**config.mk**
```make
export PLATFORM = sky130hd
export DESIGN_NAME = systolic_skew_feeder_flat
export DESIGN_NICKNAME = d
export VERILOG_FILES = /design/src/rtl/systolic_skew_feeder_if.sv /design/src/rtl/systolic_skew_feeder.sv /design/src/flat_wrapper.sv
export SDC_FILE = /design/constraint.sdc
export NUM_CORES = 1
export LEC_CHECK = 0
export CORE_UTILIZATION = 30
export CTS_CLUSTER_SIZE = 10
export DETAILED_ROUTE_END_ITERATION = 8
export GPL_ROUTABILITY_DRIVEN = 0
export PLACE_DENSITY_LB_ADDON = 0.05
export SYNTH_ARGS = -nofsm -noshare
export SYNTH_HDL_FRONTEND = slang
export SYNTH_SLANG_ARGS = --single-unit
export TNS_END_PERCENT = 5
```
**constraint.sdc**
```tcl
create_clock -name clk -period 7.6 [get_ports clk]
set_input_delay 1.52 -clock clk [delete_from_list [all_inputs] [get_ports clk]]
set_output_delay 1.52 -clock clk [all_outputs]
set_load 0.02 [all_outputs]
```
**src/rtl/systolic_skew_feeder_if.sv**
```systemverilog
// rtl/systolic_skew_feeder_if.sv - tile load, stream command and skewed operand bus
interface systolic_skew_feeder_if #(
  parameter int BITS_AB = 8,
  parameter int DIM     = 8
);
  logic                     clr;
  logic                     wr_en;
  logic [DIM*BITS_AB-1:0]   wr_data;
  logic                     wr_ready;
  logic                     start;
  logic                     full;
  logic                     out_valid;
  logic [DIM*BITS_AB-1:0]   a_out;
  logic                     done;

  modport master (
    output clr, wr_en, wr_data, start,
    input  wr_ready, full, out_valid, a_out, done
  );

  modport slave (
    input  clr, wr_en, wr_data, start,
    output wr_ready, full, out_valid, a_out, done
  );
endinterface

```
**src/rtl/systolic_skew_feeder.sv**
```systemverilog
// rtl/systolic_skew_feeder.sv - buffers a DIM x DIM operand tile and streams it diagonally skewed
module systolic_skew_feeder #(
  parameter int BITS_AB = 8,
  parameter int DIM     = 8
) (
  input  logic                  clk,
  input  logic                  rst,
  systolic_skew_feeder_if.slave bus
);
  localparam int W    = DIM * BITS_AB;
  localparam int PW   = $clog2(DIM);
  localparam int CW   = $clog2(2 * DIM - 1);
  localparam int LAST = 2 * DIM - 2;

  typedef enum logic [1:0] {IDLE, FULL, STREAM} state_t;

  state_t          state_q, state_d;
  logic [PW-1:0]   wr_ptr_q, wr_ptr_d;
  logic [CW-1:0]   cnt_q, cnt_d;
  logic            out_valid_q, done_q, wr_ready_q, full_q;
  logic [W-1:0]    a_out_q, a_out_d;
  logic            done_d;
  logic            beat_go;
  logic [CW-1:0]   beat_idx;
  logic [W-1:0]    tile [DIM];

  always_ff @(posedge clk or posedge rst) begin
    if (rst) begin
      state_q     <= IDLE;
      wr_ptr_q    <= '0;
      cnt_q       <= '0;
      out_valid_q <= 1'b0;
      a_out_q     <= '0;
      done_q      <= 1'b0;
      wr_ready_q  <= 1'b1;
      full_q      <= 1'b0;
    end else begin
      state_q     <= state_d;
      wr_ptr_q    <= wr_ptr_d;
      cnt_q       <= cnt_d;
      out_valid_q <= beat_go;
      a_out_q     <= a_out_d;
      done_q      <= done_d;
      wr_ready_q  <= (state_d == IDLE);
      full_q      <= (state_d == FULL);
    end
  end

  // Storage is deliberately unreset: FULL is only reachable after all DIM rows are rewritten.
  always_ff @(posedge clk) begin
    if (!bus.clr && state_q == IDLE && bus.wr_en)
      tile[wr_ptr_q] <= bus.wr_data;
  end

  // beat_idx is the beat that will be presented in the cycle after this edge.
  always_comb begin
    state_d  = state_q;
    wr_ptr_d = wr_ptr_q;
    cnt_d    = cnt_q;
    done_d   = 1'b0;
    beat_go  = 1'b0;
    beat_idx = '0;
    if (bus.clr) begin
      state_d  = IDLE;
      wr_ptr_d = '0;
      cnt_d    = '0;
    end else begin
      case (state_q)
        IDLE: begin
          if (bus.wr_en) begin
            if (wr_ptr_q == PW'(DIM - 1)) begin
              state_d  = FULL;
              wr_ptr_d = '0;
            end else begin
              wr_ptr_d = wr_ptr_q + 1'b1;
            end
          end
        end
        FULL: begin
          if (bus.start) begin
            state_d  = STREAM;
            cnt_d    = '0;
            beat_go  = 1'b1;
            beat_idx = '0;
          end
        end
        STREAM: begin
          if (cnt_q == CW'(LAST)) begin
            state_d = IDLE;
            cnt_d   = '0;
            done_d  = 1'b1;
          end else begin
            cnt_d    = cnt_q + 1'b1;
            beat_go  = 1'b1;
            beat_idx = cnt_q + 1'b1;
          end
        end
        default: begin
          state_d = IDLE;
        end
      endcase
    end
  end

  // Lane i carries row (t - i); everything off the diagonal band stays exactly zero.
  always_comb begin
    a_out_d = '0;
    for (int r = 0; r < DIM; r++) begin
      for (int i = 0; i < DIM; i++) begin
        if (beat_go && beat_idx == CW'(r + i))
          a_out_d[i*BITS_AB +: BITS_AB] = tile[r][i*BITS_AB +: BITS_AB];
      end
    end
  end

  assign bus.out_valid = out_valid_q;
  assign bus.a_out     = a_out_q;
  assign bus.done      = done_q;
  assign bus.wr_ready  = wr_ready_q;
  assign bus.full      = full_q;
endmodule

```
**src/flat_wrapper.sv**
```systemverilog
// flat-port wrapper written by rule: the top's interface ports become plain ports
module systolic_skew_feeder_flat 
#(
  parameter int BITS_AB = 8,
  parameter int DIM     = 8
)
  (clk, rst, bus_clr, bus_wr_en, bus_wr_data, bus_start, bus_wr_ready, bus_full, bus_out_valid, bus_a_out, bus_done);
  systolic_skew_feeder_if #(.BITS_AB(BITS_AB), .DIM(DIM)) bus_i ();
  input  logic clk;
  input  logic rst;
  input wire logic [$bits(bus_i.clr)-1:0] bus_clr;
  input wire logic [$bits(bus_i.wr_en)-1:0] bus_wr_en;
  input wire logic [$bits(bus_i.wr_data)-1:0] bus_wr_data;
  input wire logic [$bits(bus_i.start)-1:0] bus_start;
  output wire logic [$bits(bus_i.wr_ready)-1:0] bus_wr_ready;
  output wire logic [$bits(bus_i.full)-1:0] bus_full;
  output wire logic [$bits(bus_i.out_valid)-1:0] bus_out_valid;
  output wire logic [$bits(bus_i.a_out)-1:0] bus_a_out;
  output wire logic [$bits(bus_i.done)-1:0] bus_done;
  assign bus_i.clr = bus_clr;
  assign bus_i.wr_en = bus_wr_en;
  assign bus_i.wr_data = bus_wr_data;
  assign bus_i.start = bus_start;
  assign bus_wr_ready = bus_i.wr_ready;
  assign bus_full = bus_i.full;
  assign bus_out_valid = bus_i.out_valid;
  assign bus_a_out = bus_i.a_out;
  assign bus_done = bus_i.done;
  systolic_skew_feeder #(.BITS_AB(BITS_AB), .DIM(DIM)) u_core (.clk(clk), .rst(rst), .bus(bus_i));
endmodule
```
Yosys cells after proc, flatten, opt, wreduce, memory -nomap -nowiden --
Memory sizes are Yosys's and may differ from the RTL's. Index checks and enable logic that the tools add are counted.
Word-level totals: input port bits 69, RAM bits 512, memories kept 1, word-level logic and storage cells 146, register bits 77, output and inout bits 68
Operators by class: eq/ne operators 20, add/subtract/negate cells 2, muxes and demuxes 89, reduce and logical (&&, ||, !) cells 26
Memory list:
- u_core.tile | words 8, bits a word 64, read ports 8, clocked after Yosys merged registers in 0, wr ports 1, RTL line systolic_skew_feeder.sv:25 | logic [W-1:0] tile [DIM];
Operators with widths (count):
- $mux 8 | 64
- $eq 4x4->1 const B | 8
- $mux 4 | 5
- $logic_and 1x1->1 | 17
- $eq 4x3->1 const B | 4
- $mux 3 | 4
- $mux 2 | 5
- $eq 4x2->1 const B | 2
- $mux 1 | 8
- $pmux 4 s2 | 1
- $pmux 2 s3 | 1
- $add 4x1->4 const B | 1
- $eq 2x1->1 const B | 2
- $eq 4x1->1 const B | 1
- $logic_not 2->1 | 2
- $logic_not 4->1 | 1
- $reduce_and 2->1 | 2
- $reduce_bool 2->1 | 2
- $add 3x1->3 const B | 1
- $eq 3x3->1 const B | 1
- $ne 3x3->1 const B | 1
- $reduce_bool 3->1 | 1
- $eq 2x2->1 const B | 1
- $pmux 1 s2 | 1
- $logic_not 1->1 | 1

Longest topological paths before layout --
word-level depth 14, depth in mapped cells 12, gate-level depth less buffers 8

Least setup slack after synthesis --
OpenSTA, ideal clock, no wires.
path kind input to register, from input port bus_clr, to memory u_core.tile[0][0] (netlist bit), enable pin, data required time 7.035 ns, stages on the path 3, path buffers 1, slack 0.579 ns, setup time 0.565 ns, arrival time 6.456 ns, cell sequence buf_2 or3_1 nor3_1
Between the ends: longest elaborated chain between the ends 5
RTL lines:
- start: declaration | RTL line flat_wrapper.sv:11 | input wire logic [$bits(bus_i.clr)-1:0] bus_clr;
- $logic_not 1->1 | RTL line systolic_skew_feeder.sv:51 | if (!bus.clr && state_q == IDLE && bus.wr_en)
- $logic_and 1x1->1 (2 in series) | RTL line systolic_skew_feeder.sv:51
- $mux 1 | RTL line systolic_skew_feeder.sv:51
- $mux 1 (implied by the code) | RTL line systolic_skew_feeder.sv:52 | tile[wr_ptr_q] <= bus.wr_data;
- end: declaration | RTL line systolic_skew_feeder.sv:25
No other way between the ends.

Worst setup path in the final report --
from input port bus_clr, to register u_core.a_out_q[33], in the netlist u_core.bus.a_out[33]
Between the ends: longest elaborated chain between the ends 11, elaborated cells between the ends (all ways) 26, those cells by class eq/ne: 8; mux: 10; reduce/logical: 8
RTL lines:
- $mux 4 | RTL line systolic_skew_feeder.sv:63 | if (bus.clr) begin
- $eq 4x3->1 | RTL line systolic_skew_feeder.sv:110 | if (beat_go && beat_idx == CW'(r + i))
- $logic_and 1x1->1 | RTL line systolic_skew_feeder.sv:110
- $mux 8 (7 in series) | RTL line systolic_skew_feeder.sv:110
- $mux 8 * | RTL line systolic_skew_feeder.sv:110
- net u_core.a_out_d[33] | RTL line systolic_skew_feeder.sv:21 | logic [W-1:0] a_out_q, a_out_d;
- end signal: assignment | RTL line systolic_skew_feeder.sv:42 | a_out_q <= a_out_d;
- end: declaration | RTL line systolic_skew_feeder.sv:21
The timed path passes the listed nets; every way through them passes the cells marked *. A chain may end at the register's enable or synchronous reset.

==> summary.md <==
| Metric | Value |
|---|---|
| CP max FO | 28 |
| Hold depth | 1 |
| Synth Area in Simple Gates | 4.18% |
| Comb power frac | 1.7% |
| Syn_nets | 1295 |
| Postcts setup bufs | 0 |
| # fillers | 6735 |
| Core area | 71400 um^2 |
| Power density cells | 259 nW/um^2 |
| Sequential cell area | 17300 um^2 |
| Fraction of power spent switching nets | 20.0% |
| Max-Cap Viols | 0 |
| Hold Path Origin | u_core.tile[7][40] |
| Ys Warns | 0 |
| Compound-Gate Fraction of Synth Area | 12.9% |
| Synth top area cells | edfxtp_1 (71%), dfrtp_1 (8.8%), o22ai_1 (1.9%) |
| Number of iterations in the first detailed-routing pass | 5 |
| Setup TNS | 0 ns |
| Clock Pin Slew Worst Setup and Hold Paths | 0.06 ns |
| Vias/cell | 5.02 |
| Worst skew pair latency | 0.59 ns |
| Wirelength, routed | 62300 um |
| CTS tree | built |
| Post-synthesis xor/xnor area fraction | 0.243% |
| Final Hold Fails | 0 |
| CTS root buffer | clkbuf_16 |
| Post-CTS sizing | 0 |
| GRT overflow | 0 |
| CP endpoint kind | flop |
| Top_reg_cell synth | edfxtp_1 |
| R2R depth | 8 |
| Fraction of synthesized cell area taken by the top area cell type | 71.1% |
| Area grow syn2layout | 21.6% |
| Max VDD drop | 0.000118 V |
| Post-route DRC | 0 |
| Total track usage | 17.1% |
| Diodes inserted | 0 |
| Register share of total power | 52.4% |
| Antenna viol nets, final | 0 |
| Main combinational cell family by area after synthesis | compound AO/OA/AOI/OAI gates |
| DR WL/cell | 26.0 um |
| Reg-to-Reg Start | u_core.cnt_q[0] |
| Sequential area share after synthesis | 80.0% |
| Switch Pwr | 1360 uW |
| Pins Over Slew Limit | 0 |
| Int Power | 5440 uW |
| Vias | 12000 |
| Clk sinks | 589 |
| Num CTS Buffers | 70 |
| Worst Path Required | 8.09 ns |
| Die area | 73100 um^2 |
| Initial antenna violation count | 2 |
| Fin nets | 1471 |
| Distinct cells, synth | 70 |
| Crit path launch | bus_clr |
| Vias in the first global route | 12800 |
| Flop-to-flop setup slack | 3.53 ns |
| Hold WS | 0.472 ns |
| Largest area contributor in the netlist | edfxtp_1 |
| Setup crit start kind | input pin |
| Setup-failing EPs final | 0 |
| HPWL after DPL | 34800 um |
| EDFF count, synth | 512 |
| Ports | 137 |
| Clock power share | 45.9% |
| Min cycle time layout | 5.01 ns |
| Slew headroom | 17.2% |
| Initial Util | 30.3% |
| Tightest Hold Check Type | reg2reg |
| WP data arrival | 5.50 ns |
| Port bufs | 136 |
| Initial drt markers | 873 |
| Synthesized cell area | 21600 um^2 |
| Standard-cell rows | 98 |
| Chip Width | 270 um |
| Largest net degree at the start of global routing | 51 |
| Worst setup endpoint | u_core.bus.a_out[33] |
| FF+latch count, synth | 589 |
| Share of layout cells above drive strength 1 | 10.5% |
| Ys async rst share | 13.1% |
| RSZ-0062 raised after global routing | false |
| CTS Hold Buffers Added | 0 |
| Final total power | 6810 uW |
| H-tree depth | 3 |
| Die height | 270 um |
| Clock tree buffer depth | 3 |
| CP Class | in2reg |
| Mux cell area share after synthesis | 0.556% |
| Slew @ Worst Pin | 1.24 ns |
| Status | complete, no violations |
| Post-Synth Adder-Cell Area | 0.463% |
| Worst setup skew after layout | 0.0147 ns |
| Synthesized area per cell | 17.7 um^2 |
| Worst flop-to-flop path endpoint | u_core.bus.a_out[23] |
| F_max | 0.199 GHz |
| Fin crit share | 66.0% |
| Multi-input gate area | 4030 um^2 |
| Leak pwr | 0.00857 uW |
| First-pass GRT wire length | 91000 um |
| Mapped Cells | 1218 |
[state kept, by name, indices dropped and copies added (netlist names)]
signal                cells
u_core.bus.out_valid      1
u_core.bus.done           1
u_core.wr_ptr_q           3
u_core.tile             512
u_core.state_q            2
u_core.bus.a_out         64
u_core.bus.full           1
u_core.cnt_q              4
u_core.bus.wr_ready       1
[cell type report]
cell class	count	share of cell area, %
Clock buffer	117	7.89
Clock inverter	4	0.157
Inverter	5	0.0809
Multi-Input combinational cell	561	15.3
Sequential cell	589	65.8
Tap cell	950	4.52
Timing Repair Buffer	167	6.21
[cell usage in the layout (no fill, tap or decap), types with 17 or more instances in the layout]
cell type / instances
edfxtp_1: 512
clkdlybuf4s50_1: 136
dfrtp_1: 76
clkbuf_16: 75
o22ai_1: 66
nand2_1: 51
clkbuf_1: 38
a31oi_1: 37
a221oi_1: 36
a21oi_1: 34
a22oi_1: 32
buf_4: 28
nor2_1: 25
o21ai_1: 17
[Yosys cell counts (all sizes together) (14+ instances only)]
library cell  number
buf               46
clkbuf            17
a21oi             34
a221o             15
dfrtp             76
nand3             16
a221oi            37
a31oi             37
a211oi            15
o22a              16
o22ai             66
nor2              35
a21o              14
o21ai             27
a22oi             32
a222oi            14
nand2             52
edfxtp           512
[routing by layer]
layer	vias to the layer above	share of wire, %	global-route usage [%]
met5	-	0.039	0
met4	4	1.5	4.53
met3	77	3.9	2.91
met2	250	50	29.2
met1	6281	44	22.4
li1	5400	-	-
[metrics by stage]
step	util [%]	instance area, um^2	instances	worst slack (ns)
after floorplan	-	21600	1218	0.579
after global placement	33.9	24200	2272	2.09
after detailed placement	33.9	24200	2272	2.06
after CTS	36.8	26300	2393	2.67
after global routing	36.8	26300	2393	2.34
final	36.8	26300	2393	2.59
[worst max-delay path, stage by stage]
cell	delay, ns
clkdlybuf4s50_1	0.83
nand2b_1	0.64
nor2_2	0.18
a211oi_4	0.82
and2_2	0.95
a221oi_1	0.23
a211oi_1	0.30
[power groups by stage]
stage,clock [uW],combinational (uW),sequential [uW]
finish,3120,118,3560
global route,3340,130,3560
CTS,3220,123,3560
detailed placement,0,122,3630
global placement,0,120,3630
floorplan,0,23.8,3630
[worst min path at each step]
stage | end | slack [ns]
after floorplan | u_core.bus.a_out[50] | 0.42
final | u_core.bus.a_out[40] | 0.47
after global placement | u_core.bus.a_out[40] | 0.46
after detailed placement | u_core.bus.a_out[40] | 0.46
after CTS | u_core.bus.a_out[40] | 0.47
after global routing | u_core.bus.a_out[19] | 0.51
[cell families (layout without fill, tap and decap cells)]
| kind of cell | count (synthesis) | count (layout) |
|---|---|---|
| AOI/OAI and AO/OA | 377 | 377 |
| xor gates and xnor gates | 3 | 3 |
| DFF | 589 | 589 |
| and+or+nand+nor | 161 | 161 |
| muxes | 12 | 12 |
| adders and majority gates | 8 | 8 |
| buffers and inverters | 68 | 293 |
Power figures use the tool's default switching activity.
